--- config.mk ---
export PLATFORM = sky130hd
export DESIGN_NAME = mem_port_arbiter64
export DESIGN_NICKNAME = d
export VERILOG_FILES = /design/src/rtl/mem_port_arbiter64.sv
export SDC_FILE = /design/constraint.sdc
export NUM_CORES = 1
export LEC_CHECK = 0
export ABC_AREA = 1
export BUFFER_PORTS_ARGS = -buffer_cell sky130_fd_sc_hd__buf_2
export CAP_MARGIN = 20
export CORE_AREA = 2 2 160 162
export CTS_BUF_LIST = sky130_fd_sc_hd__clkbuf_16
export DETAILED_ROUTE_END_ITERATION = 8
export DIE_AREA = 0 0 162 164
export PLACE_DENSITY = 0.56
export SETUP_SLACK_MARGIN = 0.3
export SYNTH_ARGS = -nofsm -noshare
export SYNTH_HDL_FRONTEND = slang
export SYNTH_SLANG_ARGS = --single-unit
--- constraint.sdc ---
create_clock -name clock -period 1.95 [get_ports clock]
set_input_delay 0.2925 -clock clock [delete_from_list [all_inputs] [get_ports clock]]
set_output_delay 0.2925 -clock clock [all_outputs]
set_load 0.005 [all_outputs]
--- src/rtl/mem_port_arbiter64.sv ---
// mem_port_arbiter64: shares one single-ported memory between the fetch and
// load/store requesters of the RV64 core. Only one transaction is in flight.
// Data requests win ties; a starvation counter forces a fetch grant after
// STARVE_LIMIT consecutive data wins while fetch is waiting. A fetch redirect
// (i_flush) lets an in-flight fetch finish on the memory side but hides its
// grant and response from the core.

module mem_port_arbiter64_chk (
  input  logic clock,
  input  logic reset,
  input  logic in_wait,
  input  logic mem_rsp_valid
);
  // A memory response is only legal while a transaction is awaiting its reply.
  rsp_only_in_wait_a: assert property (@(posedge clock) disable iff (!reset)
    mem_rsp_valid |-> in_wait);
endmodule

module mem_port_arbiter64 #(
  parameter int ADDRESS_BITS = 20,
  parameter int DATA_WIDTH   = 64,
  parameter int STARVE_LIMIT = 4
) (
  input  logic                      clock,
  input  logic                      reset,
  input  logic                      i_req,
  input  logic [ADDRESS_BITS-1:0]   i_addr,
  input  logic                      i_flush,
  output logic                      i_gnt,
  output logic                      i_rsp_valid,
  output logic [DATA_WIDTH-1:0]     i_rsp_data,
  input  logic                      d_req,
  input  logic                      d_we,
  input  logic [ADDRESS_BITS-1:0]   d_addr,
  input  logic [DATA_WIDTH-1:0]     d_wdata,
  input  logic [DATA_WIDTH/8-1:0]   d_byte_en,
  output logic                      d_gnt,
  output logic                      d_rsp_valid,
  output logic [DATA_WIDTH-1:0]     d_rsp_data,
  output logic                      mem_req,
  output logic                      mem_we,
  output logic [ADDRESS_BITS-1:0]   mem_addr,
  output logic [DATA_WIDTH-1:0]     mem_wdata,
  output logic [DATA_WIDTH/8-1:0]   mem_byte_en,
  input  logic                      mem_ready,
  input  logic                      mem_rsp_valid,
  input  logic [DATA_WIDTH-1:0]     mem_rsp_data,
  output logic                      busy
);

  localparam int         BE_WIDTH   = DATA_WIDTH / 8;
  localparam logic [3:0] STARVE_MAX = 4'(STARVE_LIMIT);
  localparam logic       OWN_FETCH  = 1'b0;
  localparam logic       OWN_DATA   = 1'b1;

  typedef enum logic [1:0] {
    ST_IDLE  = 2'd0,
    ST_ISSUE = 2'd1,
    ST_WAIT  = 2'd2
  } state_e;

  state_e                    state_q, state_d;
  logic                      owner_q, owner_d;
  logic [3:0]                starve_q, starve_d;
  logic                      drop_q, drop_d;
  logic                      mem_req_q, mem_req_d;
  logic                      mem_we_q, mem_we_d;
  logic [ADDRESS_BITS-1:0]   mem_addr_q, mem_addr_d;
  logic [DATA_WIDTH-1:0]     mem_wdata_q, mem_wdata_d;
  logic [BE_WIDTH-1:0]       mem_byte_en_q, mem_byte_en_d;

  logic                      fetch_req_s;
  logic                      any_req_s;
  logic                      pick_data_s;
  logic                      arb_en_s;
  logic                      fetch_live_s;
  logic                      in_wait_s;

  // State and request-field registers; reset abandons any transaction.
  always_ff @(posedge clock or negedge reset) begin
    if (!reset) begin
      state_q       <= ST_IDLE;
      owner_q       <= OWN_FETCH;
      starve_q      <= 4'd0;
      drop_q        <= 1'b0;
      mem_req_q     <= 1'b0;
      mem_we_q      <= 1'b0;
      mem_addr_q    <= {ADDRESS_BITS{1'b0}};
      mem_wdata_q   <= {DATA_WIDTH{1'b0}};
      mem_byte_en_q <= {BE_WIDTH{1'b0}};
    end else begin
      state_q       <= state_d;
      owner_q       <= owner_d;
      starve_q      <= starve_d;
      drop_q        <= drop_d;
      mem_req_q     <= mem_req_d;
      mem_we_q      <= mem_we_d;
      mem_addr_q    <= mem_addr_d;
      mem_wdata_q   <= mem_wdata_d;
      mem_byte_en_q <= mem_byte_en_d;
    end
  end

  // Next state: arbitration, starvation tracking, drop flag and field capture.
  always_comb begin
    state_d       = state_q;
    owner_d       = owner_q;
    starve_d      = starve_q;
    drop_d        = drop_q;
    mem_we_d      = mem_we_q;
    mem_addr_d    = mem_addr_q;
    mem_wdata_d   = mem_wdata_q;
    mem_byte_en_d = mem_byte_en_q;
    arb_en_s      = 1'b0;

    // A fetch raised together with a redirect is stale and never competes.
    fetch_req_s = i_req & ~i_flush;
    any_req_s   = fetch_req_s | d_req;
    pick_data_s = d_req & ~(fetch_req_s & (starve_q == STARVE_MAX));

    case (state_q)
      ST_IDLE: begin
        if (any_req_s) begin
          arb_en_s = 1'b1;
        end else begin
          state_d = ST_IDLE;
        end
      end
      ST_ISSUE: begin
        if (mem_ready) begin
          state_d = ST_WAIT;
        end else begin
          state_d = ST_ISSUE;
        end
        if ((owner_q == OWN_FETCH) && i_flush) begin
          drop_d = 1'b1;
        end else begin
          drop_d = drop_q;
        end
      end
      ST_WAIT: begin
        if (mem_rsp_valid) begin
          // Transaction ends here; re-arbitrate for back-to-back issue.
          drop_d = 1'b0;
          if (any_req_s) begin
            arb_en_s = 1'b1;
          end else begin
            state_d = ST_IDLE;
          end
        end else if ((owner_q == OWN_FETCH) && i_flush) begin
          drop_d = 1'b1;
        end else begin
          drop_d = drop_q;
        end
      end
      default: begin
        state_d = ST_IDLE;
      end
    endcase

    if (arb_en_s) begin
      state_d = ST_ISSUE;
      if (pick_data_s) begin
        owner_d       = OWN_DATA;
        mem_we_d      = d_we;
        mem_addr_d    = d_addr;
        mem_wdata_d   = d_wdata;
        mem_byte_en_d = d_byte_en;
        if (!i_req) begin
          starve_d = 4'd0;
        end else if (starve_q < STARVE_MAX) begin
          starve_d = starve_q + 4'd1;
        end else begin
          starve_d = STARVE_MAX;
        end
      end else begin
        owner_d       = OWN_FETCH;
        mem_we_d      = 1'b0;
        mem_addr_d    = i_addr;
        mem_wdata_d   = {DATA_WIDTH{1'b0}};
        mem_byte_en_d = {BE_WIDTH{1'b1}};
        starve_d      = 4'd0;
      end
    end else begin
      owner_d = owner_q;
    end

    mem_req_d = (state_d == ST_ISSUE);
  end

  // Outputs: grant on acceptance, response on reply, fetch side gated by drop.
  always_comb begin
    i_gnt        = 1'b0;
    d_gnt        = 1'b0;
    i_rsp_valid  = 1'b0;
    d_rsp_valid  = 1'b0;
    i_rsp_data   = {DATA_WIDTH{1'b0}};
    d_rsp_data   = {DATA_WIDTH{1'b0}};
    fetch_live_s = ~drop_q & ~i_flush;

    if ((state_q == ST_ISSUE) && mem_ready) begin
      if (owner_q == OWN_DATA) begin
        d_gnt = 1'b1;
      end else begin
        i_gnt = fetch_live_s;
      end
    end else begin
      i_gnt = 1'b0;
      d_gnt = 1'b0;
    end

    if ((state_q == ST_WAIT) && mem_rsp_valid) begin
      if (owner_q == OWN_DATA) begin
        d_rsp_valid = 1'b1;
        d_rsp_data  = mem_rsp_data;
      end else if (fetch_live_s) begin
        i_rsp_valid = 1'b1;
        i_rsp_data  = mem_rsp_data;
      end else begin
        i_rsp_valid = 1'b0;
        i_rsp_data  = {DATA_WIDTH{1'b0}};
      end
    end else begin
      i_rsp_valid = 1'b0;
      d_rsp_valid = 1'b0;
    end

    busy = (state_q != ST_IDLE);
  end

  assign mem_req     = mem_req_q;
  assign mem_we      = mem_we_q;
  assign mem_addr    = mem_addr_q;
  assign mem_wdata   = mem_wdata_q;
  assign mem_byte_en = mem_byte_en_q;
  assign in_wait_s   = (state_q == ST_WAIT);

  mem_port_arbiter64_chk u_chk (
    .clock         (clock),
    .reset         (reset),
    .in_wait       (in_wait_s),
    .mem_rsp_valid (mem_rsp_valid)
  );

endmodule

==> run summary, run 1 <==
Clock Sinks = 102
Clock Tree Root = clkbuf_16
Final Hold Viols = 0
status = finished, violations left
first-pass GRT wire length = 33400 um
Row Count = 58
Max Freq = 486 MHz
Placer Congestion = 0.850
max-capacitance violation count = 0
Power Total = 9.89 mW
average cell area after synthesis = 7.09 sq um
setup_tns = -6.18 ns
synth warn = 0
antenna violation net count after detailed routing = 0
CTS tree = yes
DRC errors left = 0
min cycle time layout = 2.06 ns
Nets = 1333
synth unique cells = 24
area taken by multi-input logic gates = 2490 sq um
largest net degree at the start of global routing = 46
die width = 162 um
register area share after synthesis = 50.2%
clock latency on the worst-skew pair = 0.35 ns
Least-Margin Pin Slew = 0.410 ns
Final Cycle Share = 106%
H-tree Lvls = 3
Power Density = 1090 nW/um^2
core region area = 24800 sq um
DR WL/cell = 16.6 um
Hold Slack = 0.129 ns
die span in y = 164 um
Slew HR = 72.7%
drt via density = 4.11
DR iter-0 viols = 248
Final setup viols = 124
clk slew on worst S/H paths = 0.08 ns
leakage power = 5.42 nW
Post-Synthesis Cells = 718
share of cells above drive strength 1 = 48.3%
I/O Pins = 411
RSZ-0062 raised after global routing = yes
Setup WS post-layout = -0.108 ns
CP Class = reg2out
failing checks = negative setup slack
CP Launch Type = register
Area Growth Syn to Fin = 78.1%
Synth Register Bits = 102
dpl hpwl = 17000 um
post-synthesis instance area = 5090 sq um
vias = 6113
Setup WS pre-CTS = 0.107 ns
CTS Buf Count = 9
Port Buffer Count = 410
GR Util All Layers = 16.6%
Worst Hold Class = in2reg
vias in the first global route = 5813
initial antenna violation count = 10
Critical Path Fanout Max = 32
worst ir drop on vdd = 505 uV
Crit. End Element = primary output
Routed WL = 24600 um
Starting Density = 20.5%
GRT overflow = 0
clk_skew = 0.0129 ns
Req. time, crit path = 1.66 ns
Reg area = 2550 sq um
Pre-Repair DR Iteration Count = 4
die area = 26600 sq um
CP Data Arrival Time = 1.77 ns
Clock Tree Buf Depth = 2
post-synthesis net count = 908
# fillers = 2597
Slew Viols, Final = 0
==> per-layer routing <==
| metal | GRT usage (%) | vias up | part of all wire, % |
|---|---|---|---|
| met4 | 6.88 | 4 | 3.0 |
| met1 | 16.9 | 2832 | 36 |
| met5 | 0 | - | 0.11 |
| met3 | 4.70 | 37 | 7.3 |
| met2 | 31.7 | 273 | 54 |
| li1 | - | 2967 | - |
==> synth_stat cells <==
master | count | area [sq um]
nand2_1 | 273 | 1020
nor2_1 | 154 | 578
dfrtp_1 | 102 | 2550
inv_1 | 99 | 372
buf_2 | 20 | 100
o21ai_1 | 20 | 100
o22a_1 | 8 | 70.1
clkbuf_1 | 7 | 26.3
ha_1 | 6 | 75.1
buf_6 | 5 | 56.3
inv_2 | 4 | 15.0
buf_1 | 3 | 11.3
nand3_1 | 3 | 15.0
a21oi_1 | 2 | 10.0
nand4_1 | 2 | 12.5
o22ai_1 | 2 | 12.5
a32oi_1 | 1 | 8.76
buf_4 | 1 | 7.51
nand2_2 | 1 | 6.26
nor3_1 | 1 | 5.00
nor3_2 | 1 | 10.0
o21ai_0 | 1 | 5.00
o31ai_1 | 1 | 7.51
or2_2 | 1 | 6.26
==> path summary, 6_finish.rpt <==
path | startpoint | end | slack [ns] | depth (start not counted)
hold reg to reg | mem_wdata[12]$_DFFE_PN0P_ | mem_wdata[12]$_DFFE_PN0P_ | 0.48 | 2
hold / removal | d_wdata[9] | mem_wdata[9]$_DFFE_PN0P_ | 0.13 | 3
max in group asynchronous | reset | mem_addr[7]$_DFFE_PN0P_ | 0.94 | 3
setup / recovery | state_q[0]$_DFF_PN0_ | i_rsp_data[43] | -0.11 | 8
min in group asynchronous | reset | mem_wdata[47]$_DFFE_PN0P_ | 0.42 | 2
setup reg to reg | state_q[1]$_DFF_PN0_ | mem_byte_en[5]$_DFFE_PN0P_ | 0.24 | 9
==> flip-flops by register name, summed over array words and instances, names as in the netlist <==
name         count
mem_wdata       64
mem_addr        20
mem_byte_en      8
starve_q         4
state_q          2
drop_q           1
mem_req          1
mem_we           1
owner_q          1
==> report_power, final <==
part	switching, mW	internal [mW]	leakage, nW
clock network	0.876	1.01	0.146
registers	0.494	3.06	1.26
logic	2.37	2.08	4.01
==> cells in the final DEF (no fill, tap or decap), types with 2 or more instances in the layout <==
cell       instances
buf_2            398
nand2_1          271
dfrtp_1          102
inv_1             96
nor2_1            80
nor2_4            59
o21ai_1           20
buf_6             17
nor2_2            15
clkbuf_16         14
buf_16             9
diode_2            8
o22a_1             8
buf_4              8
buf_12             8
ha_1               4
nand2_4            3
inv_2              3
inv_8              2
inv_4              2
nand4_1            2
clkinv_4           2
o22ai_1            2
nand3_1            2
ha_4               2
inv_6              2
buf_8              2
bufbuf_16          2
==> layout make-up <==
class | instances | area share (%)
timing repair buffer | 450 | 31.8
clock buffer | 9 | 2.49
tap | 330 | 4.56
multi-input combinational | 477 | 27.4
inverter | 103 | 4.46
clock inverter | 7 | 0.870
sequential | 102 | 28.2
antenna | 8 | 0.221
==> kinds of logic (layout without fill, tap and decap cells) <==
kind of cell             count (synthesis)  in the layout  share of synthesized area (%)
flip-flops                             102            102                           50.2
AND/OR/NAND/NOR                        436            436                           32.6
other                                    0              8                              0
adder cells (fa/ha/maj)                  6              6                           1.48
AO/OA/AOI/OAI                           35             35                           4.21
buffers and inverters                  139            569                           11.6
==> worst max-delay path, cell delays in order, from the launching register on <==
cell,delay [ns]
dfrtp_1,0.39
inv_2,0.08
ha_4,0.15
nand2_4,0.07
nor3_4,0.17
inv_4,0.12
buf_16,0.19
nor2_1,0.11
buf_2,0.12
==> timing repair <==
action                                  CTS  global route
cloned                                    9             7
endpoints found under the setup margin  178           229
pin swaps                                 3             2
endpoints found under the hold margin    26             0
buffers inserted                          8             2
hold buffers                              1             0
gates resized for setup                 100            87
==> through the flow <==
stage / cells / utilization [%] / cell area [sq um]
after floorplan: 718 / - / 5090
after global placement: 1435 / 30.4 / 7560
after detailed placement: 1435 / 30.4 / 7560
after CTS: 1469 / 34.3 / 8520
after global routing: 1485 / 36.5 / 9060
final: 1486 / 36.5 / 9060
No activity file was read; power rests on OpenSTA's default activity.
==> run 2: changes to the inputs <==
--- a/config.mk
+++ b/config.mk
@@ -8,11 +8,11 @@
 export ABC_AREA = 1
 export BUFFER_PORTS_ARGS = -buffer_cell sky130_fd_sc_hd__buf_2
 export CAP_MARGIN = 20
-export CORE_AREA = 2 2 160 162
-export CTS_BUF_LIST = sky130_fd_sc_hd__clkbuf_16
+export CORE_AREA = 2 2 158 160
+export CTS_BUF_LIST = sky130_fd_sc_hd__clkbuf_4 sky130_fd_sc_hd__clkbuf_8
 export DETAILED_ROUTE_END_ITERATION = 8
-export DIE_AREA = 0 0 162 164
-export PLACE_DENSITY = 0.56
+export DIE_AREA = 0 0 160 162
+export PLACE_DENSITY = 0.57
 export SETUP_SLACK_MARGIN = 0.3
 export SYNTH_ARGS = -nofsm -noshare
 export SYNTH_HDL_FRONTEND = slang
==> run 2 against run 1 <==
Compared with the run above: the run still ends with negative setup slack left; sequential share of layout area decreased by 1.6 points; wire length increased by 5.0%; register-to-register slack got worse by 0.17 ns; sequential power about the same; clock power decreased by 29%; utilization increased by 3.4 points; worst setup slack got worse by 0.083 ns; fmax decreased by 3.9%; final cell count increased by 1.5%; worst hold slack got worse by 0.040 ns; critical endpoint is now i_rsp_data[4].
==> run summary, run 2 (synthesis results as in run 1) <==
status = finished, violations left
failing checks = negative setup slack
I/O Pins = 411
Final Cycle Share = 110%
Hold Slack = 0.0895 ns
clk_skew = 0.0178 ns
GR Util All Layers = 18.5%
DR WL/cell = 17.1 um
min cycle time layout = 2.14 ns
Slew Viols, Final = 0
most frequent cells in the layout = 400 x buf_2, 267 x nand2_1, 102 x dfrtp_1
drt via density = 4.20
RSZ-0062 raised after global routing = yes
die area = 25900 sq um
DRC errors left = 0
Req. time, crit path = 1.66 ns
Placer Congestion = 0.873
CP Class = reg2out
crit path launch = state_q[0]$_DFF_PN0_
DR iter-0 viols = 261
clock latency on the worst-skew pair = 0.38 ns
H-tree Lvls = 3
Final setup viols = 129
die width = 160 um
core region area = 24100 sq um
Critical Path Fanout Max = 32
max-capacitance violation count = 0
Max Freq = 467 MHz
antenna violation net count after detailed routing = 0
CP Data Arrival Time = 1.85 ns
Area Growth Syn to Fin = 88.9%
reg2reg start = state_q[1]$_DFF_PN0_
Worst Hold Class = in2reg
CTS Buf Count = 9
Starting Density = 21.1%
CP Launch Type = register
initial antenna violation count = 6
Setup WS post-layout = -0.192 ns
Least-Margin Pin Slew = 0.575 ns
die span in y = 162 um
Crit. End Element = primary output
Port Buffer Count = 410
worst ir drop on vdd = 512 uV
Pre-Repair DR Iteration Count = 4
dpl hpwl = 16500 um
Power Total = 10.6 mW
Power Density = 1100 nW/um^2
# fillers = 2439
Nets = 1366
CTS tree = yes
vias = 6341
share of cells above drive strength 1 = 50.7%
Row Count = 57
Clock Tree Buf Depth = 2
clk slew on worst S/H paths = 0.11 ns
hold path start = d_wdata[55]
Clock Sinks = 102
commonest non-fill, non-tap cell in the layout = buf_2
vias in the first global route = 6233
first-pass GRT wire length = 36300 um
Slew HR = 61.7%
Clock Tree Root = clkbuf_8
Final Hold Viols = 0
GRT overflow = 0
number of flip-flops in the largest register = 64
leakage power = 5.66 nW
largest net degree at the start of global routing = 103
Routed WL = 25800 um
[run 2: cell count changes in the layout (fill, tap and decap cells not counted), sizes merged]
cell      previous run  this run
bufbuf               2         3
bufinv               1         0
inv                105       104
buf                442       474
clkinvlp             1         3
diode                8         4
[run 2: critical path, stage by stage, from the launching register on]
cell	delay [ns]
dfrtp_1	0.41
inv_2	0.08
ha_4	0.15
nand2_4	0.07
nor3_4	0.18
inv_4	0.12
buf_16	0.19
nor2_1	0.12
buf_2	0.13
[run 2: layout make-up]
| cell class | count | area, sq um | share of cell area, % |
|---|---|---|---|
| diodes | 4 | 10.0 | 0.104 |
| clock buffers | 10 | 131 | 1.37 |
| clock inverters | 6 | 52.6 | 0.547 |
| inverters | 103 | 438 | 4.56 |
| multi-input cells | 477 | 2590 | 27.0 |
| flip-flops and latches | 102 | 2550 | 26.6 |
| well taps | 324 | 405 | 4.22 |
| repair buffers | 482 | 3420 | 35.6 |
| repair inverters | 1 | 7.51 | 0.0781 |
[run 2: final timing paths]
check                                       endpoint  slack, ns  cells after the start
max in group asynchronous    mem_addr[4]$_DFFE_PN0P_       0.97                      3
setup / recovery                       i_rsp_data[4]      -0.19                      8
setup reg to reg           mem_wdata[12]$_DFFE_PN0P_       0.07                     12
hold / removal             mem_wdata[55]$_DFFE_PN0P_       0.09                      3
min in group asynchronous  mem_wdata[48]$_DFFE_PN0P_       0.53                      3
hold reg to reg            mem_wdata[16]$_DFFE_PN0P_       0.49                      2
[run 2: metal layers]
metal | part of all wire [%] | wire length (um) | GRT usage [%] | up-vias
li1 | - | - | - | 3034
met1 | 37 | 9570 | 20.1 | 2965
met2 | 53 | 13600 | 34.4 | 289
met3 | 6.8 | 1750 | 4.49 | 51
met4 | 3.6 | 922 | 7.74 | 2
met5 | 0.050 | 13 | 0 | -
[run 2: metrics by stage]
stage	setup WS, ns	instance area [sq um]	TNS (ns)	util (%)	instances
floorplan	0.324	5090	0	-	718
global placement	0.0924	7580	0	31.5	1432
detailed placement	0.0842	7580	0	31.5	1432
CTS	-0.127	8990	-11.55	37.3	1494
global route	-0.303	9610	-28.64	39.9	1509
finish	-0.192	9610	-14.82	39.9	1509
[run 2: where the power goes]
part           internal, mW  switching (mW)  total [mW]  leakage, nW
combinational          2.99            2.75        5.74         4.31
sequential             3.05           0.492        3.54         1.26
clock                 0.501           0.836        1.34       0.0889
total                  6.54            4.08        10.6         5.66
[run 2: repair_timing]
item,4_1_cts,5_1_grt
setup endpoints to repair,197,234
hold endpoints to repair,84,0
pin swaps,4,2
gates cloned,20,5
hold buffers,1,0
resized for setup,132,99
setup buffers,25,6
==> run 3: changes to the inputs <==
--- a/config.mk
+++ b/config.mk
@@ -8,11 +8,13 @@
 export ABC_AREA = 1
 export BUFFER_PORTS_ARGS = -buffer_cell sky130_fd_sc_hd__buf_2
 export CAP_MARGIN = 20
-export CORE_AREA = 2 2 158 160
-export CTS_BUF_LIST = sky130_fd_sc_hd__clkbuf_4 sky130_fd_sc_hd__clkbuf_8
+export CELL_PAD_IN_SITES_DETAIL_PLACEMENT = 1
+export CELL_PAD_IN_SITES_GLOBAL_PLACEMENT = 2
+export CORE_ASPECT_RATIO = 2
+export CORE_UTILIZATION = 19
+export CTS_BUF_LIST = sky130_fd_sc_hd__clkbuf_16
 export DETAILED_ROUTE_END_ITERATION = 8
-export DIE_AREA = 0 0 160 162
-export PLACE_DENSITY = 0.57
+export PLACE_DENSITY = 0.9
 export SETUP_SLACK_MARGIN = 0.3
 export SYNTH_ARGS = -nofsm -noshare
 export SYNTH_HDL_FRONTEND = slang
==> run 3 against run 2 <==
Compared with the run above: the run still ends with negative setup slack left; final area decreased by 12%; fmax grew 5.4%; count of clock-buffer cells in the layout shrank 1; sequential power hardly changed; critical path type unchanged; largest power group unchanged; highest routed layer is now met4.
==> run summary, run 3 (synthesis results as in run 1) <==
status = finished, violations left
failing checks = negative setup slack
leakage power = 5.34 nW
Final Hold Viols = 0
Worst Hold Class = in2reg
Req. time, crit path = 1.66 ns
Port Buffer Count = 410
antenna violation net count after detailed routing = 0
Least-Margin Pin Slew = 0.503 ns
H-tree Lvls = 3
die area = 27500 sq um
CP Data Arrival Time = 1.74 ns
drt via density = 4.15
most frequent cells in the layout = 407 x buf_2, 271 x nand2_1, 133 x nor2_1
crit path cell chain = inv_2, ha_4, nand2_4, nor2_4, inv_6, buf_12, nor2_4, buf_2
GRT overflow = 0
GR Util All Layers = 17.3%
first-pass GRT wire length = 36000 um
DR iter-0 viols = 135
r2r setup slk = 0.15 ns
Max Freq = 492 MHz
die span in y = 233 um
worst ir drop on vdd = 428 uV
Psw = 3.79 mW
largest net degree at the start of global routing = 45
CTS Buf Count = 9
Clock Tree Buf Depth = 2
Slew Viols, Final = 0
Row Count = 84
dpl hpwl = 17100 um
Clock Sinks = 102
internal power = 5.99 mW
core region area = 26300 sq um
Starting Density = 19.4%
Switching Share = 38.8%
Nets = 1327
min cycle time layout = 2.03 ns
combinational power share = 45.5%
Reg power frac = 36.3%
Setup WS post-layout = -0.0817 ns
Critical Path Fanout Max = 8
slowest CP cell = dfrtp_1
commonest non-fill, non-tap cell in the layout = buf_2
CTS tree = yes
Area Growth Syn to Fin = 66.6%
vias = 6176
DR WL/cell = 16.5 um
clk_skew = 0.0174 ns
share of cells above drive strength 1 = 43.4%
Slew HR = 66.5%
RSZ-0062 raised after global routing = yes
most frequent CP cell = nor2_4
clk slew on worst S/H paths = 0.08 ns
Placer Congestion = 0.877
die width = 118 um
initial antenna violation count = 3
I/O Pins = 411
vias in the first global route = 6318
CP Launch Type = register
clock latency on the worst-skew pair = 0.37 ns
setup_tns = -3.59 ns
Clock Tree Root = clkbuf_16
Crit. End Element = primary output
DRC errors left = 0
CP Class = reg2out
Routed WL = 24500 um
delay of the slowest critical-path stage = 0.40 ns
Clock power frac = 18.2%
Finished Layout Cells = 1488
Final Cycle Share = 104%
Power Density = 1150 nW/um^2
Pre-Repair DR Iteration Count = 4
max-capacitance violation count = 0
cell total after placement = 1447
number of flip-flops in the largest register = 64
Hold Slack = 0.117 ns
Final setup viols = 120
## run 3: cell count changes in the layout (fill, tap and decap cells not counted), sizes merged
cell | previous run | this run
clkbuf | 14 | 10
inv | 104 | 105
diode | 4 | 3
clkinvlp | 3 | 1
buf | 474 | 438
bufbuf | 3 | 4
## run 3: final timing paths
kind                                             endpoint                 startpoint  depth (start not counted)
min in group asynchronous       mem_wdata[40]$_DFFE_PN0P_                      reset                          2
worst max-delay path                        d_rsp_data[2]       state_q[0]$_DFF_PN0_                          8
worst min register to register  mem_wdata[51]$_DFFE_PN0P_  mem_wdata[51]$_DFFE_PN0P_                          2
worst min-delay path            mem_wdata[21]$_DFFE_PN0P_                d_wdata[21]                          3
max in group asynchronous        mem_addr[15]$_DFFE_PN0P_                      reset                          3
worst max register to register  mem_wdata[10]$_DFFE_PN0P_       state_q[1]$_DFF_PN0_                         10
## run 3: layout make-up
type                       instances  area (sq um)
antenna                            3          7.51
clock buffer                       9           225
clock inverter                     6          58.8
fill                            3376         17800
inverter                         103           402
multi-input combinational        477          2100
sequential                       102          2550
tap                              344           430
timing repair buffer             444          2700
## run 3: metal layers
layer	routed length [um]	track usage [%]
met2	14000	33.6
met3	1440	4.05
met5	0	0
met4	1000	9.21
met1	8070	16.7
## run 3: repair_timing
item / CTS / global route
endpoints found under the hold margin: 33 / 0
pin swaps: 9 / 2
setup endpoints to repair: 197 / 234
setup buffers: 11 / 0
gates resized for setup: 55 / 8
hold buffers: 1 / 0
cloned: 9 / 2
## run 3: per-stage QoR
stage	power, mW	util [%]	instance area, sq um	setup WS, ns
after CTS	9.97	32.0	8410	-0.107
after global routing	10.6	32.3	8480	-0.166
final	9.79	32.3	8480	-0.0817
after floorplan	5.39	-	5090	0.324
after global placement	7.28	28.8	7570	-0.0721
after detailed placement	7.41	28.8	7570	-0.103
## run 3: worst max-delay path: cells and delay by family (launching register included)
family	cells	cell delay [ns]
buffers and inverters	4	0.48
flip-flops	1	0.40
AND/OR/NAND/NOR	3	0.35
adder cells (fa/ha/maj)	1	0.15
## run 3: power by group through the flow
| stage | logic [mW] | registers [mW] | clock network [mW] |
|---|---|---|---|
| floorplan | 1.74 | 3.65 | 0 |
| global placement | 3.75 | 3.54 | 0 |
| detailed placement | 3.84 | 3.57 | 0 |
| CTS | 4.55 | 3.55 | 1.88 |
| global route | 4.97 | 3.67 | 1.92 |
| finish | 4.45 | 3.55 | 1.78 |
